===== src/rtl/dbus_pair_arbiter_pkg.sv =====
// Shared types for the dual-issue data-bus arbiter: FSM states, msize encodings and
// the alignment helper used when DBUS_ALIGN_CHECK_EN is defined.
package dbus_pair_arbiter_pkg;

  typedef enum logic [2:0] {
    StIdle,
    StAddr1,
    StData1,
    StAddr0,
    StData0,
    StDone
  } arb_state_t;

  localparam logic [2:0] MsizeByte = 3'd0;
  localparam logic [2:0] MsizeHalf = 3'd1;
  localparam logic [2:0] MsizeWord = 3'd2;

  function automatic logic addr_misaligned(input logic [2:0] size, input logic [1:0] addr_lo);
    return ((size == MsizeHalf) && addr_lo[0]) ||
           ((size == MsizeWord) && (addr_lo != 2'b00));
  endfunction

endpackage


===== src/rtl/dbus_lane_mux.sv =====
// Steers the active lane's request fields onto the single bus port; lane 1 owns the
// bus in its address/data states, lane 0 otherwise.
module dbus_lane_mux
  import dbus_pair_arbiter_pkg::*;
#(
  parameter int unsigned AW = 32,
  parameter int unsigned DW = 32
) (
  input  arb_state_t        state,
  input  logic [2*AW-1:0]   req_addr,
  input  logic [5:0]        req_size,
  input  logic [7:0]        req_strobe,
  input  logic [2*DW-1:0]   req_wdata,
  output logic [AW-1:0]     bus_addr,
  output logic [2:0]        bus_size,
  output logic [3:0]        bus_strobe,
  output logic [DW-1:0]     bus_wdata
);

  logic sel_lane1;

  assign sel_lane1  = (state == StAddr1) || (state == StData1);

  assign bus_addr   = sel_lane1 ? req_addr[AW +: AW]  : req_addr[0 +: AW];
  assign bus_size   = sel_lane1 ? req_size[3 +: 3]    : req_size[0 +: 3];
  assign bus_strobe = sel_lane1 ? req_strobe[4 +: 4]  : req_strobe[0 +: 4];
  assign bus_wdata  = sel_lane1 ? req_wdata[DW +: DW] : req_wdata[0 +: DW];

endmodule


===== src/rtl/dbus_pair_arbiter.sv =====
// Serializes a same-cycle lane 1 / lane 0 request pair onto one bus port and packs the
// replies as {lane0, lane1}. Optional alignment check: DBUS_ALIGN_CHECK_EN.
module dbus_pair_arbiter
  import dbus_pair_arbiter_pkg::*;
#(
  parameter int unsigned AW = 32,
  parameter int unsigned DW = 32
) (
  input  logic              clk,
  input  logic              resetn,
  input  logic [1:0]        req_valid,
  input  logic [2*AW-1:0]   req_addr,
  input  logic [5:0]        req_size,
  input  logic [7:0]        req_strobe,
  input  logic [2*DW-1:0]   req_wdata,
  input  logic              advance,
  output logic              bus_valid,
  output logic [AW-1:0]     bus_addr,
  output logic [2:0]        bus_size,
  output logic [3:0]        bus_strobe,
  output logic [DW-1:0]     bus_wdata,
  input  logic              bus_addr_ok,
  input  logic              bus_data_ok,
  input  logic [DW-1:0]     bus_rdata,
  output logic [2*DW-1:0]   rdata,
  output logic              data_ok,
  output logic              stall
`ifdef DBUS_ALIGN_CHECK_EN
  ,
  output logic [1:0]        misalign
`endif
);

  arb_state_t      state_q, state_d;
  logic [2*DW-1:0] rdata_q, rdata_d;
  logic [1:0]      issue;  // lanes that actually go out on the bus

`ifdef DBUS_ALIGN_CHECK_EN
  logic [1:0] lane_mis;
  logic [1:0] misalign_q, misalign_d;

  assign lane_mis[1] = addr_misaligned(req_size[3 +: 3], req_addr[AW +: 2]);
  assign lane_mis[0] = addr_misaligned(req_size[0 +: 3], req_addr[0 +: 2]);
  assign issue       = req_valid & ~lane_mis;
  assign misalign    = misalign_q;
`else
  assign issue = req_valid;
`endif

  dbus_lane_mux #(
    .AW (AW),
    .DW (DW)
  ) u_lane_mux (
    .state      (state_q),
    .req_addr   (req_addr),
    .req_size   (req_size),
    .req_strobe (req_strobe),
    .req_wdata  (req_wdata),
    .bus_addr   (bus_addr),
    .bus_size   (bus_size),
    .bus_strobe (bus_strobe),
    .bus_wdata  (bus_wdata)
  );

  always_comb begin
    state_d   = state_q;
    rdata_d   = rdata_q;
    bus_valid = 1'b0;
    data_ok   = 1'b0;
    stall     = 1'b1;
`ifdef DBUS_ALIGN_CHECK_EN
    misalign_d = misalign_q;
`endif
    unique case (state_q)
      StIdle: begin
        stall = |req_valid;
        if (issue[1]) begin
          state_d = StAddr1;
        end else if (issue[0]) begin
          state_d = StAddr0;
        end else if (|req_valid) begin
          state_d = StDone;  // every valid lane was rejected as misaligned
        end
`ifdef DBUS_ALIGN_CHECK_EN
        if (req_valid[1] && lane_mis[1]) begin
          misalign_d[1]     = 1'b1;
          rdata_d[0 +: DW]  = '0;
        end
        if (req_valid[0] && lane_mis[0]) begin
          misalign_d[0]     = 1'b1;
          rdata_d[DW +: DW] = '0;
        end
`endif
      end
      StAddr1: begin
        bus_valid = 1'b1;
        if (bus_addr_ok) begin
          if (bus_data_ok) begin
            rdata_d[0 +: DW] = bus_rdata;
            state_d          = issue[0] ? StAddr0 : StDone;
          end else begin
            state_d = StData1;
          end
        end
      end
      StData1: begin
        if (bus_data_ok) begin
          rdata_d[0 +: DW] = bus_rdata;
          state_d          = issue[0] ? StAddr0 : StDone;
        end
      end
      StAddr0: begin
        bus_valid = 1'b1;
        if (bus_addr_ok) begin
          if (bus_data_ok) begin
            rdata_d[DW +: DW] = bus_rdata;
            state_d           = StDone;
          end else begin
            state_d = StData0;
          end
        end
      end
      StData0: begin
        if (bus_data_ok) begin
          rdata_d[DW +: DW] = bus_rdata;
          state_d           = StDone;
        end
      end
      StDone: begin
        stall   = 1'b0;
        data_ok = 1'b1;
        if (advance) begin
          state_d = StIdle;
`ifdef DBUS_ALIGN_CHECK_EN
          misalign_d = '0;
`endif
        end
      end
      default: state_d = StIdle;
    endcase
  end

  always_ff @(posedge clk) begin
    if (!resetn) begin
      state_q <= StIdle;
      rdata_q <= '0;
`ifdef DBUS_ALIGN_CHECK_EN
      misalign_q <= '0;
`endif
    end else begin
      state_q <= state_d;
      rdata_q <= rdata_d;
`ifdef DBUS_ALIGN_CHECK_EN
      misalign_q <= misalign_d;
`endif
    end
  end

  assign rdata = rdata_q;

endmodule


===== config.mk =====
export PLATFORM = sky130hd
export DESIGN_NAME = dbus_pair_arbiter
export DESIGN_NICKNAME = d
export VERILOG_FILES = /design/src/rtl/dbus_pair_arbiter_pkg.sv /design/src/rtl/dbus_lane_mux.sv /design/src/rtl/dbus_pair_arbiter.sv
export SDC_FILE = /design/constraint.sdc
export NUM_CORES = 1
export LEC_CHECK = 0
export ABC_AREA = 1
export CAP_MARGIN = 10
export CORE_AREA = 2 2 124 126
export CTS_CLUSTER_SIZE = 20
export DETAILED_ROUTE_END_ITERATION = 10
export DIE_AREA = 0 0 126 128
export MAX_ROUTING_LAYER = met4
export PLACE_DENSITY = 0.66
export SLEW_MARGIN = 15
export SYNTH_ARGS = -nofsm -noshare
export SYNTH_HDL_FRONTEND = slang
export SYNTH_SLANG_ARGS = --single-unit

===== constraint.sdc =====
create_clock -name clk -period 2 [get_ports clk]
set_input_delay 0.3 -clock clk [delete_from_list [all_inputs] [get_ports clk]]
set_output_delay 0.3 -clock clk [all_outputs]
set_load 0.02 [all_outputs]

==> results.md <==
- Power spread over the standard cell area amounts to 1476 nW/µm².
- The number of optimization iterations in the first detailed-route pass is 4.
- The layout cell share with drive strength beyond 1 is 31.30%.
- The largest single stage delay on the critical path is 0.37 ns.
- The worst register-to-register path ends at rdata[39].
- The die is 128 µm tall.
- The setup skew after layout is 0.004492 ns.
- Setup repair after global routing could not meet its margin everywhere.
- The number of clock sinks seen by CTS is 67.
- The number of antenna violations at the first check in global routing is 8.
- The overall die width is 126 µm.
- Buffers placed on the I/O ports in this run total 318.
- The number of max-slew violations in the final report is 0.
- The number of cells on the worst reg-to-reg path is 6.
- The floorplan step defined a die boundary enclosing 16130 µm².
- Hold repair after CTS inserted 0 buffers.
- The headroom to the max-slew limit is 30.65%.
- The slowest stage of the critical path is the sky130_fd_sc_hd__dfxtp_4 cell.
- The worst setup path is captured at an output pin.
- The flow ran to the end, but the final reports show violations.
- The hold path startpoint is bus_data_ok.
- The detailed-route wire length per cell is 21.01 µm.
- The CTS tree is built.
- The clock network fraction of total power is 12.6%.
- In this run the cell area of the synthesized design comes to 3689 µm².
- The synthesized netlist net count is 602.
- No sink is reached through more buffers than the 2 on the longest clock path.
- The area share of the leading cell type in the synthesized netlist is 36.36%.
- The post-detailed-route via-to-cell ratio is 4.703.
- The number of global-route vias before repair is 4684.
- The total detailed-routing wirelength is 20.31 mm.
- Traced cell by cell, the critical path runs through nor2_4, nand2_4, nand2_8, buf_12, clkbuf_16, mux2_4, buf_12.
- The total via count in the routed design is 4548.
- Across all setup checks in the final design, the least slack found is -0.1507 ns.
- The internal power of the cells is 7.077 mW.
- For this configuration, the core starts out at a cell density of 24.81%.
- The overall global routing resource usage is 24.88%.
- After layout, the worst path uses 107.5% of the clock period.
- The switching share of power is 40.15%.
- In this run, the number of DRC markers left after iteration 0 of detailed routing was 177.
- The multi-input combinational cells in the finished layout cover a total of 2163 µm².
- During I/O placement, the number of pins put on the boundary was 319.
- The count of nets left with antenna violations once routing finished came out at 0.
- The worst-skew pair later-pin latency is 0.33 ns.
- The worst register-to-register path begins at state_q[1].
- The worst min-delay path class is in2reg.
- Based on the critical path, the design can be clocked at up to 465.0 MHz.
- The startpoint type of the worst setup path is a flop.
- Cells fill 53.89% of the core in the end.
- Routability-driven placement finished with a final weighted congestion of 0.9138.
- The combinational share of power is 71.6%.
- sky130_fd_sc_hd__dfxtp_1 takes more of the synthesized area than any other cell.
- On the final layout, the worst hold slack is 0.4003 ns.
- The critical path is of the reg2out type.
- Global routing finished with a remaining overflow of 0.
- The clock-pin slew of the registers on the worst-case setup and hold paths is 0.06 ns.
- Clock tree synthesis inserted a total of 9 buffers.
- The checks that failed: setup timing.
- The Yosys step of the flow raised 0 warnings.
- The register area share after synthesis is 36.36%.
- Counting flops and latches in the post-synthesis netlist gives 67.
- Entering global routing, the biggest net connects 36 pins.
- The worst-case IR drop observed on VDD is 628.9 µV.
- The reg2reg setup slack is 0.15 ns.
- The area of the core region is 14860 µm².
- The leakage power total is 3.206 nW.
- The max-cap violation count is 0.
- The path with the worst hold slack has its endpoint at rdata[52].
- The number of standard cells after synthesis is 421.
- Data arrives at the worst endpoint at 1.85 ns.
- The net total in the final layout is 947.
- The worst-path maximum fanout is 6.
- The measured slew at the worst slew-check pin is 1.039 ns.
- A synthesized cell averages 8.761 µm².
- The net switching power figure is 4.748 mW.
- The worst hold path was traced through 3 stages.
- After layout, the design draws a total of 11.82 mW.
- The sequential share of power is 15.8%.
- The relative area change from synthesis to final layout is 117.2%.
- The combined flip-flop and latch cell area is 1350 µm².
- CTS built an H-tree with a depth of 3.
- The filler cell count is 1351.
- The number of hold violations in the final report was 0.
- Sorting the synthesized cells by area gives the leading types as sky130_fd_sc_hd__dfxtp_1 (36%), sky130_fd_sc_hd__mux2_2 (22%), sky130_fd_sc_hd__a21oi_1 (7.6%).
- The clock root buffer is sky130_fd_sc_hd__clkbuf_16.
- The total number of placement rows is 45.
- Setup violations remaining at the end of the flow were counted as 61.
- The netlist uses 26 different library cells.
- The routed design could run at a clock period as short as 2.151 ns.
- The worst path required time is 1.70 ns.
- The number of DRC violations after detailed routing is 0.
- The wire length of the first global-routing pass is 28.83 mm.
- After legalization and detailed placement, the total HPWL measured 15.92 mm.
- The most repeated library cell on the critical path is sky130_fd_sc_hd__buf_12.
layer usage:
| layer | part of all wire (%) | wire (µm) | vias to the layer above | global-route usage (%) |
|---|---|---|---|---|
| met2 | 47 | 9479 | 219 | 39.72 |
| li1 | - | - | 2160 | - |
| met5 | 0 | 0 | - | - |
| met4 | 2.3 | 464 | 0 | 6.723 |
| met3 | 8.9 | 1818 | 37 | 9.766 |
| met1 | 42 | 8551 | 2132 | 29.32 |
critical path, delay by kind of cell, from the launching register on:
family                 cells  cell delay, ns
buffers and inverters      3            0.43
DFF                        1            0.37
and+or+nand+nor            3            0.40
muxes                      1            0.31
Yosys cell counts, drive strengths merged:
cell    count
nand2      51
mux2       71
a21oi      65
nor2       21
dfxtp      67
nand4      32
a31oi       1
clkbuf     12
or2         1
nand3       5
o21ai      34
buf        21
inv        40
power groups by stage:
stage | sequential (mW) | combinational, mW | clock (mW)
floorplan | 2.19 | 3.44 | 0
global placement | 1.85 | 6.92 | 0
detailed placement | 1.86 | 7.01 | 0
CTS | 1.87 | 7.56 | 1.53
global route | 1.91 | 8.90 | 1.58
finish | 1.87 | 8.46 | 1.49
layout make-up:
type	instances	share of cell area, %
sequential	67	16.85
inverter	40	1.906
tap	188	2.937
multi-input combinational	282	27.01
timing repair buffer	366	47.53
antenna	9	0.2812
clock buffer	11	3.155
clock inverter	4	0.3280
sequential cells by signal, summed over array words and instances, names as in the netlist:
register and count:
rdata 64, state_q 3
worst max path at each step:
stage / start / endpoint / slack (ns) / cells after the start
3_3_place_gp: state_q[2] / bus_wdata[0] / -0.13 / 6
2_1_floorplan: state_q[0] / bus_addr[0] / 0.33 / 6
5_1_grt: state_q[0] / bus_wdata[15] / -0.20 / 8
3_5_place_dp: state_q[2] / bus_wdata[0] / -0.17 / 6
6_report: state_q[2] / bus_wdata[15] / -0.15 / 7
4_1_cts: state_q[0] / bus_wdata[13] / -0.18 / 7
cells in the final DEF (no fill, tap or decap), types with 2 or more instances in the layout:
cell type                           n
sky130_fd_sc_hd__buf_12            20
sky130_fd_sc_hd__o21ai_1           19
sky130_fd_sc_hd__buf_16             2
sky130_fd_sc_hd__clkinv_2           2
sky130_fd_sc_hd__a21oi_2            9
sky130_fd_sc_hd__inv_1             39
sky130_fd_sc_hd__dfxtp_1           64
sky130_fd_sc_hd__nor2_1            18
sky130_fd_sc_hd__nand3_1            2
sky130_fd_sc_hd__nand3_2            2
sky130_fd_sc_hd__clkdlybuf4s50_1  243
sky130_fd_sc_hd__nand2_1           48
sky130_fd_sc_hd__a21oi_1           56
sky130_fd_sc_hd__buf_6             44
sky130_fd_sc_hd__buf_2             20
sky130_fd_sc_hd__diode_2            9
sky130_fd_sc_hd__mux2_2            25
sky130_fd_sc_hd__mux2_4            46
sky130_fd_sc_hd__dfxtp_4            2
sky130_fd_sc_hd__o21ai_0            5
sky130_fd_sc_hd__buf_4             30
sky130_fd_sc_hd__nand2_8            3
sky130_fd_sc_hd__o21ai_2            9
sky130_fd_sc_hd__clkbuf_16         11
sky130_fd_sc_hd__clkbuf_8           2
sky130_fd_sc_hd__nand4_1           32
what timing repair did:
item                       CTS  global route
gates resized for setup    282           109
buffers inserted             9            10
cloned                       5             2
pin swaps                    3             4
hold endpoints to repair     0             0
setup endpoints to repair   73            71
cells by family after synthesis:
logic type             share of synthesized area (%)
AO/OA/AOI/OAI                                  15.54
AND/OR/NAND/NOR                                15.50
buffers and inverters                          10.92
flip-flops                                     36.36
multiplexers                                   21.68
metrics by stage:
stage / setup slack (ns) / TNS [ns] / area, µm² / std cells
2_1_floorplan: 0.3279 / 0 / 3689 / 421
3_3_place_gp: -0.1283 / -5.138 / 7224 / 919
6_report: -0.1507 / -3.789 / 8010 / 967
5_1_grt: -0.1960 / -7.723 / 8010 / 967
4_1_cts: -0.1765 / -6.583 / 7560 / 948
3_5_place_dp: -0.1664 / -7.719 / 7224 / 919
(Power assumes the default switching activity.)
